## src/rtl/tea_pkg.sv

```systemverilog
// Shared definitions for the tea_interface host-side sequencer: sequencer
// states, cipher direction encoding, bus widths and default wait windows.
package tea_pkg;

  localparam int KEY_W = 128;
  localparam int BLK_W = 64;

  localparam logic MODE_ENC = 1'b0;
  localparam logic MODE_DEC = 1'b1;

  // Default wait window after the write strobe: ready is ignored below
  // READY_MIN_DEF waited cycles, the block is abandoned at TIMEOUT_DEF.
  localparam int READY_MIN_DEF = 32;
  localparam int TIMEOUT_DEF   = 64;

  typedef enum logic [2:0] {
    IDLE,
    KEY_HI,
    KEY_LO,
    WRITE,
    WAIT,
    RESP
  } state_e;

endpackage

```

## src/rtl/tea_host_driver.sv

```systemverilog
// Initiator-side sequencer for tea_interface. Takes keys and blocks over
// valid/ready, replays the core's two-cycle key load and one-cycle write,
// waits for a trustworthy out_ready and hands the result back on a
// valid/ready response channel. Only one block is ever outstanding.
// TIMEOUT must be larger than READY_MIN, otherwise every block times out.
module tea_host_driver
  import tea_pkg::*;
#(
  parameter int READY_MIN = READY_MIN_DEF,
  parameter int TIMEOUT   = TIMEOUT_DEF
) (
  input  logic             clk,
  input  logic             reset_n,
  input  logic             key_valid,
  output logic             key_ready,
  input  logic [KEY_W-1:0] key,
  input  logic             req_valid,
  output logic             req_ready,
  input  logic [BLK_W-1:0] req_data,
  input  logic             req_mode,
  output logic             rsp_valid,
  input  logic             rsp_ready,
  output logic [BLK_W-1:0] rsp_data,
  output logic             rsp_timeout,
  output logic             key_loaded,
  output logic [BLK_W-1:0] core_in,
  output logic             core_mode,
  output logic             core_reset,
  output logic             core_write,
  input  logic [BLK_W-1:0] core_out,
  input  logic             core_out_ready
);

  localparam int CNT_W = $clog2(TIMEOUT + 1);
  localparam logic [CNT_W-1:0] CNT_MIN = CNT_W'(READY_MIN);
  localparam logic [CNT_W-1:0] CNT_MAX = CNT_W'(TIMEOUT);

  state_e           r_state;
  logic [BLK_W-1:0] r_core_in;
  logic             r_core_mode;
  logic             r_core_reset;
  logic             r_core_write;
  logic [BLK_W-1:0] r_key_lo;
  logic             r_key_loaded;
  logic             r_key_ready;
  logic [CNT_W-1:0] r_cnt;
  logic             r_rsp_valid;
  logic [BLK_W-1:0] r_rsp_data;
  logic             r_rsp_timeout;

  state_e           w_state_next;
  logic [BLK_W-1:0] w_core_in_next;
  logic             w_core_mode_next;
  logic             w_core_reset_next;
  logic             w_core_write_next;
  logic [BLK_W-1:0] w_key_lo_next;
  logic             w_key_loaded_next;
  logic             w_key_ready_next;
  logic [CNT_W-1:0] w_cnt_next;
  logic             w_rsp_valid_next;
  logic [BLK_W-1:0] w_rsp_data_next;
  logic             w_rsp_timeout_next;
  logic             w_req_ready;

  // A pending key always wins over a block offered in the same cycle, and
  // no block is taken until the core holds a key.
  assign w_req_ready = r_key_ready && r_key_loaded && !key_valid;

  assign key_ready   = r_key_ready;
  assign req_ready   = w_req_ready;
  assign rsp_valid   = r_rsp_valid;
  assign rsp_data    = r_rsp_data;
  assign rsp_timeout = r_rsp_timeout;
  assign key_loaded  = r_key_loaded;
  assign core_in     = r_core_in;
  assign core_mode   = r_core_mode;
  assign core_reset  = r_core_reset;
  assign core_write  = r_core_write;

  // Next-state and next registered-output values for the sequencer.
  always_comb begin
    w_state_next       = r_state;
    w_core_in_next     = r_core_in;
    w_core_mode_next   = r_core_mode;
    w_core_reset_next  = 1'b0;
    w_core_write_next  = 1'b0;
    w_key_lo_next      = r_key_lo;
    w_key_loaded_next  = r_key_loaded;
    w_cnt_next         = r_cnt;
    w_rsp_data_next    = r_rsp_data;
    w_rsp_timeout_next = r_rsp_timeout;

    case (r_state)
      IDLE: begin
        if (key_valid && r_key_ready) begin
          w_state_next      = KEY_HI;
          w_core_reset_next = 1'b1;
          w_core_in_next    = key[KEY_W-1:BLK_W];
          w_key_lo_next     = key[BLK_W-1:0];
        end else if (req_valid && w_req_ready) begin
          w_state_next      = WRITE;
          w_core_write_next = 1'b1;
          w_core_in_next    = req_data;
          w_core_mode_next  = req_mode;
        end
      end
      KEY_HI: begin
        w_state_next   = KEY_LO;
        w_core_in_next = r_key_lo;
      end
      KEY_LO: begin
        w_state_next      = IDLE;
        w_key_loaded_next = 1'b1;
      end
      WRITE: begin
        w_state_next = WAIT;
        w_cnt_next   = CNT_W'(1);
      end
      WAIT: begin
        if (core_out_ready && (r_cnt >= CNT_MIN)) begin
          w_state_next       = RESP;
          w_rsp_data_next    = core_out;
          w_rsp_timeout_next = 1'b0;
        end else if (r_cnt >= CNT_MAX) begin
          w_state_next       = RESP;
          w_rsp_data_next    = '0;
          w_rsp_timeout_next = 1'b1;
        end else begin
          w_cnt_next = r_cnt + CNT_W'(1);
        end
      end
      RESP: begin
        if (rsp_ready) begin
          w_state_next = IDLE;
        end
      end
      default: begin
        w_state_next = IDLE;
      end
    endcase

    w_key_ready_next = (w_state_next == IDLE);
    w_rsp_valid_next = (w_state_next == RESP);
  end

  // State and every registered output; reset drops any block in flight.
  always_ff @(posedge clk or negedge reset_n) begin
    if (!reset_n) begin
      r_state       <= IDLE;
      r_core_in     <= '0;
      r_core_mode   <= 1'b0;
      r_core_reset  <= 1'b0;
      r_core_write  <= 1'b0;
      r_key_lo      <= '0;
      r_key_loaded  <= 1'b0;
      r_key_ready   <= 1'b0;
      r_cnt         <= '0;
      r_rsp_valid   <= 1'b0;
      r_rsp_data    <= '0;
      r_rsp_timeout <= 1'b0;
    end else begin
      r_state       <= w_state_next;
      r_core_in     <= w_core_in_next;
      r_core_mode   <= w_core_mode_next;
      r_core_reset  <= w_core_reset_next;
      r_core_write  <= w_core_write_next;
      r_key_lo      <= w_key_lo_next;
      r_key_loaded  <= w_key_loaded_next;
      r_key_ready   <= w_key_ready_next;
      r_cnt         <= w_cnt_next;
      r_rsp_valid   <= w_rsp_valid_next;
      r_rsp_data    <= w_rsp_data_next;
      r_rsp_timeout <= w_rsp_timeout_next;
    end
  end

endmodule

```

## config.mk

```make
export PLATFORM = sky130hd
export DESIGN_NAME = tea_host_driver
export DESIGN_NICKNAME = d
export VERILOG_FILES = /design/src/rtl/tea_pkg.sv /design/src/rtl/tea_host_driver.sv
export SDC_FILE = /design/constraint.sdc
export NUM_CORES = 1
export LEC_CHECK = 0
export ABC_AREA = 0
export CAP_MARGIN = 5
export CORE_ASPECT_RATIO = 0.7
export CORE_MARGIN = 10
export CORE_UTILIZATION = 42
export CTS_CLUSTER_SIZE = 10
export DETAILED_ROUTE_END_ITERATION = 12
export PLACE_DENSITY = 0.91
export SETUP_SLACK_MARGIN = 0.3
export SLEW_MARGIN = 10
export SYNTH_ARGS = -nofsm -noshare
export SYNTH_HDL_FRONTEND = slang
export SYNTH_SLANG_ARGS = --single-unit
export TNS_END_PERCENT = 20
```

## constraint.sdc

```tcl
create_clock -name clk -period 2.1 [get_ports clk]
set_input_delay 0.21 -clock clk [delete_from_list [all_inputs] [get_ports clk]]
set_output_delay 0.21 -clock clk [all_outputs]
set_load 0.05 [all_outputs]
```

==> impl_metrics.env, run 1 <==
export IMPL_run_status="completed"
export IMPL_cp_end_kind="output port"
export IMPL_async_reset_ff_share_pct=100.0
export IMPL_yosys_register_bits=209
export IMPL_grt_first_pass_wirelength_um=50180
export IMPL_drt_initial_drc_count=473
export IMPL_gp_congestion=0.8405
export IMPL_period_share_pct=90.91
export IMPL_rows=44
export IMPL_grt_remaining_overflow=0
export IMPL_finalSetupViolCount=0
export IMPL_path_max_fanout=3
export IMPL_final_cell_mix="clkdlybuf4s50_1, dfrtp_1, mux2_2, o22ai_1, a21oi_1"
export IMPL_dr_total_vias=7951
export IMPL_finalCriticalPeriod_ps=1909
export IMPL_track_usage_pct=22.25
export IMPL_syn_area_um2=9052
export IMPL_synth_edff_count=0
export IMPL_grt_max_degree=69
export IMPL_cts_setup_buffers=0
export IMPL_path_class="flop to output port"
export IMPL_synth_fp_nets=988
export IMPL_drive_above_1_share_pct=17.15
export IMPL_wl_um=33220
export IMPL_portBuffers=398
export IMPL_vdd_ir_drop_max_mv=0.9692
export IMPL_final_net_count=1372
export IMPL_yosysSeqAreaShare_pct=57.77
export IMPL_crit_buf_inv=1
export IMPL_root_buffer="clkbuf_16"
export IMPL_worstPathRequired_ps=1890
export IMPL_powerDensity_nw_per_um2=1712
export IMPL_worst_slew_pin_slew_ps=610.0
export IMPL_cts_made_buffers=24
export IMPL_critical_path_max_stage_delay_ps=830
export IMPL_via_per_inst=5.737
export IMPL_min_path_type="input port to async pin"
export IMPL_ant_nets=0
export IMPL_maxCapViolCount=0
export IMPL_cts_sinks=209
export IMPL_p_leak_nw=6.223
export IMPL_r2r_start="r_state[0]"
export IMPL_fin_ws_ps=190.9
export IMPL_timing_rr_end="rsp_data[43]"
export IMPL_grt_pass1_vias=8604
export IMPL_final_setup_skew_ps=8.539
export IMPL_clock_path_buffers=3
export IMPL_die_w_um=195.5
export IMPL_start_util_pct=43.16
export IMPL_synth_ff_type="dfrtp_1"
export IMPL_start_kind="flop"
export IMPL_tns_ps=0
export IMPL_max_freq_mhz=523.8
export IMPL_cp_slowest_cell="clkdlybuf4s50_1"
export IMPL_coreArea_um2=20980
export IMPL_drc=0
export IMPL_rsz0062_at_grt="true"
export IMPL_avgSynthCellArea_um2=12.52
export IMPL_wl_per_cell_um=23.97
export IMPL_cp_arrival_ps=1700
export IMPL_cts_tree="yes"
export IMPL_nFillCells=1489
export IMPL_antenna_found_initial=2
export IMPL_dp_final_hpwl_um=24080
export IMPL_maxSlewHeadroom_pct=59.33
export IMPL_path_clk_slew_ps=50
export IMPL_maxSlewViolCount=0
export IMPL_synth_cell_types=32
export IMPL_ios=399
export IMPL_worstPathCellList="clkdlybuf4s50_1"
export IMPL_worstSkewPairLatency_ps=500
export IMPL_r2r_cells=5
export IMPL_final_common_cell="clkdlybuf4s50_1"
export IMPL_area_delta_synth_final_pct=56.60
export IMPL_die_h_um=142.8
export IMPL_regToRegSetupSlack_ps=280
export IMPL_yosys_warnings=0
export IMPL_syn_inst=723
export IMPL_first_pass_iters=4
export IMPL_place_ws_ps=172.8
export IMPL_ctsHtreeMaxLevel=1
export IMPL_critical_path_top_delay_family="buffers and inverters"
export IMPL_die_area_um2=27920
export IMPL_timing_final_hold_violations=0
[synth_stat cells (all sizes together) (3+ instances only)]
library cell,instances,area share [%]
and2,3,0.21
a21oi,71,3.9
o22ai,128,8.8
clkbuf,25,1.0
buf,37,2.3
dfrtp,209,58
o21ai,7,0.39
mux2,129,16
a22o,64,6.2
nor2,8,0.33
nand2,8,0.33
nand3,5,0.28
inv,4,0.17
a21o,4,0.33
[registers in the layout (all words and copies together) (netlist names), 3 cells and up]
name	cells
r_state	3
r_cnt	7
core_in	64
r_key_lo	64
rsp_data	64
[metrics by stage]
step                      utilization [%]  power [mW]  area (um^2)  instances  hold slack [ps]
after floorplan                         -       16.00         9061        723           -85.59
after global placement              64.14       20.45        13450       1356            274.4
after detailed placement            64.14       20.95        13450       1356            280.2
after CTS                           67.01       24.43        14060       1384            283.1
after global routing                67.57       25.43        14170       1385            301.5
final                               67.59       24.27        14180       1386            295.5
[cell families (layout without fill, tap and decap cells)]
family / after synthesis / count (layout) / share of synthesized area, %
compound gates: 276 / 276 / 19.88
buf+inv: 67 / 452 / 3.511
mux: 129 / 129 / 16.05
flops: 209 / 209 / 57.77
other cells: 0 / 2 / 0
simple gates: 37 / 37 / 2.225
xor+xnor: 3 / 3 / 0.2903
fa+ha+maj: 2 / 2 / 0.2764
[how the worst max path moves through the flow]
stage	from	end	slack, ps	depth (start not counted)
6_report	core_in[20]	core_in[20]	190	1
4_1_cts	rsp_data[8]	rsp_data[8]	150	1
2_1_floorplan	key_loaded	core_mode	280	4
5_1_grt	rsp_data[44]	rsp_data[44]	160	1
3_5_place_dp	key_valid	r_key_lo[20]	170	6
3_3_place_gp	key_valid	r_key_lo[28]	220	6
[what timing repair did]
| item | 4_1_cts | 5_1_grt |
|---|---|---|
| hold buffers | 1 | 0 |
| endpoints found under the hold margin | 63 | 0 |
| setup endpoints to repair | 162 | 231 |
| gates resized for setup | 32 | 46 |
[cell type report]
cell class | count | area [um^2] | area share, %
sequential | 209 | 5231 | 36.90
antenna | 2 | 5.005 | 0.03530
timing repair buffer | 420 | 4390 | 30.97
tap | 276 | 345.3 | 2.436
clock buffer | 27 | 633.1 | 4.466
multi-input combinational | 447 | 3552 | 25.06
inverter | 5 | 18.77 | 0.1324
[per-layer routing]
| metal | vias to the layer above | track usage (%) | wire [um] |
|---|---|---|---|
| met5 | - | 0 | 0 |
| met4 | 0 | 5.649 | 821 |
| met3 | 58 | 8.070 | 3449 |
| met2 | 397 | 37.83 | 16240 |
| met1 | 3949 | 26.32 | 12710 |
| li1 | 3547 | - | - |
[power breakdown]
group / internal, mW / switching, mW / total, mW
clock network: 2.09 / 1.50 / 3.59
registers: 6.01 / 1.34 / 7.35
logic: 5.13 / 8.20 / 13.3
total: 13.2 / 11.0 / 24.3
Note: power is estimated with default switching activity, not from simulation.
==> run 2: changes to the inputs <==
--- a/config.mk
+++ b/config.mk
@@ -7,13 +7,14 @@
 export LEC_CHECK = 0
 export ABC_AREA = 0
 export CAP_MARGIN = 5
-export CORE_ASPECT_RATIO = 0.7
+export CORE_ASPECT_RATIO = 1.4
 export CORE_MARGIN = 10
-export CORE_UTILIZATION = 42
+export CORE_UTILIZATION = 38
 export CTS_CLUSTER_SIZE = 10
 export DETAILED_ROUTE_END_ITERATION = 12
-export PLACE_DENSITY = 0.91
+export PLACE_DENSITY = 0.88
 export SETUP_SLACK_MARGIN = 0.3
+export SKIP_CTS_REPAIR_TIMING = 1
 export SLEW_MARGIN = 10
 export SYNTH_ARGS = -nofsm -noshare
 export SYNTH_HDL_FRONTEND = slang
==> constraint.sdc (replaced) <==
create_clock -name clk -period 1.6 [get_ports clk]
set_input_delay 0.16 -clock clk [delete_from_list [all_inputs] [get_ports clk]]
set_output_delay 0.16 -clock clk [all_outputs]
set_load 0.05 [all_outputs]
==> run 2 against run 1 <==
  * Sequential share of layout area down 1.0 points
  * Routed wire length increased by 3.2%
  * Clock-buffer cell count stayed put
  * Hold slack worse by 130 ps
  * The run now ends with negative setup slack left
  * Global-route usage down 2.2 points
  * Highest routed layer is now met5
==> impl_metrics.env, run 2 (synthesis gave the netlist of run 1 again) <==
export IMPL_run_status="finished with violations"
export IMPL_violations="negative setup slack"
export IMPL_critical_path_max_stage_delay_ps=410
export IMPL_ctsHtreeMaxLevel=1
export IMPL_final_common_cell="clkdlybuf4s50_1"
export IMPL_r2r_cells=5
export IMPL_layout_area_seq_um2=5235
export IMPL_wl_per_cell_um=23.65
export IMPL_root_buffer="clkbuf_16"
export IMPL_final_net_count=1407
export IMPL_max_freq_mhz=587.6
export IMPL_timing_final_hold_violations=0
export IMPL_clock_path_buffers=3
export IMPL_dp_final_hpwl_um=24480
export IMPL_path_clk_slew_ps=60
export IMPL_cp_end_kind="flop"
export IMPL_finalCriticalPeriod_ps=1702
export IMPL_worstSkewPairLatency_ps=510
export IMPL_min_path_type="input port to async pin"
export IMPL_ant_nets=0
export IMPL_critical_path_top_delay_family="simple AND/OR/NAND/NOR gates"
export IMPL_gp_congestion=0.8571
export IMPL_p_sw_share_pct=44.97
export IMPL_start_util_pct=38.74
export IMPL_p_clk_share_pct=14.0
export IMPL_cts_tree="yes"
export IMPL_design_area_um2=14590
export IMPL_wl_um=34290
export IMPL_grt_max_degree=69
export IMPL_grt_remaining_overflow=0
export IMPL_portBuffers=398
export IMPL_grt_pass1_vias=8616
export IMPL_p_leak_nw=6.288
export IMPL_path_max_fanout=11
export IMPL_die_w_um=150.4
export IMPL_post_route_util_pct=62.42
export IMPL_antenna_found_initial=2
export IMPL_coreArea_um2=23370
export IMPL_nFillCells=1729
export IMPL_period_share_pct=106.4
export IMPL_multi_input_area_um2=3814
export IMPL_ios=399
export IMPL_cp_slowest_cell="dfrtp_2"
export IMPL_maxCapViolCount=0
export IMPL_path_class="flop to flop"
export IMPL_rsz0062_at_grt="true"
export IMPL_fin_ws_ps=-101.8
export IMPL_first_pass_iters=4
export IMPL_area_delta_synth_final_pct=61.13
export IMPL_p_seq_share_pct=29.3
export IMPL_worstPathRequired_ps=1980
export IMPL_rows=66
export IMPL_drt_initial_drc_count=340
export IMPL_track_usage_pct=20.01
export IMPL_share_comb_of_total_power_pct=56.7
export IMPL_finalSetupViolCount=75
export IMPL_internal_power_mw=18.50
export IMPL_worst_slew_pin_slew_ps=428.7
export IMPL_final_cell_mix="clkdlybuf4s50_1, dfrtp_1, buf_4, o22ai_1, mux2_2"
export IMPL_cp_depth=5
export IMPL_cts_sinks=209
export IMPL_cts_made_buffers=24
export IMPL_drive_above_1_share_pct=32.81
export IMPL_grt_first_pass_wirelength_um=48750
export IMPL_start_kind="flop"
export IMPL_dr_total_vias=8068
export IMPL_final_setup_skew_ps=19.81
export IMPL_crit_buf_inv=2
export IMPL_die_area_um2=30480
export IMPL_power_net_switching_mw=15.12
export IMPL_powerDensity_nw_per_um2=2305
export IMPL_via_per_inst=5.564
export IMPL_maxSlewViolCount=0
export IMPL_worstPathCellList="nand2_4 -> nor4_4 -> buf_4 -> clkbuf_16 -> mux2_2"
export IMPL_drc=0
export IMPL_die_h_um=202.6
export IMPL_maxSlewHeadroom_pct=71.42
export IMPL_vdd_ir_drop_max_mv=1.370
export IMPL_placed_area_um2=13330
export IMPL_cp_arrival_ps=2080
==> run 2: cell count changes in the layout (fill, tap and decap cells not counted), sizes merged <==
cell and delta:
diode -1, buf +167, dlymetal6s2s -46, clkbuf +3, dlygate4sd2 -32, clkdlybuf4s50 -57
==> run 2: final cells by class <==
type / count / area share, %
diodes: 1 / 0.01716
clock buffers: 27 / 4.340
inverters: 5 / 0.1458
multi-input cells: 447 / 26.15
flip-flops and latches: 209 / 35.89
well taps: 306 / 2.625
repair buffers: 455 / 30.84
==> run 2: power by group through the flow <==
stage	clock [mW]	sequential, mW	combinational (mW)
2_1_floorplan	0	14.7	6.41
3_3_place_gp	0	9.59	17.1
3_5_place_dp	0	9.66	17.6
4_1_cts	4.82	9.66	17.6
5_1_grt	5.02	10.1	20.0
6_report	4.70	9.85	19.1
==> run 2: routing by layer <==
metal  up-vias  wire length [um]  track usage, %
met2       399             17120           34.19
met5         -                18               0
met4         2              1171           7.898
li1       3611                 -               -
met1      3984             12420           21.46
met3        72              3562           8.035
==> run 2: final timing paths <==
| check | from | to | slack (ps) |
|---|---|---|---|
| worst min register to register | rsp_data[4] | rsp_data[4] | 500 |
| worst max-delay path | key_ready | r_key_lo[39] | -100 |
| worst max register to register | key_ready | r_key_lo[39] | -100 |
| worst min-delay path | reset_n | core_in[6] | 170 |
| max in group asynchronous | reset_n | rsp_data[18] | 810 |
| min in group clk | core_out[9] | rsp_data[9] | 250 |
==> run 2: metrics by stage <==
step           cells  TNS [ps]  total power [mW]  setup slack [ps]  hold WS, ps
2_1_floorplan    723     -2234             21.07            -43.68       -135.6
3_3_place_gp    1409    -24410             26.68            -236.0        128.6
3_5_place_dp    1409    -28220             27.25            -273.6        130.0
4_1_cts         1436     -4304             32.05            -87.82       -402.6
5_1_grt         1450     -9108             35.18            -134.8        187.9
6_report        1450     -4393             33.62            -101.8        168.0
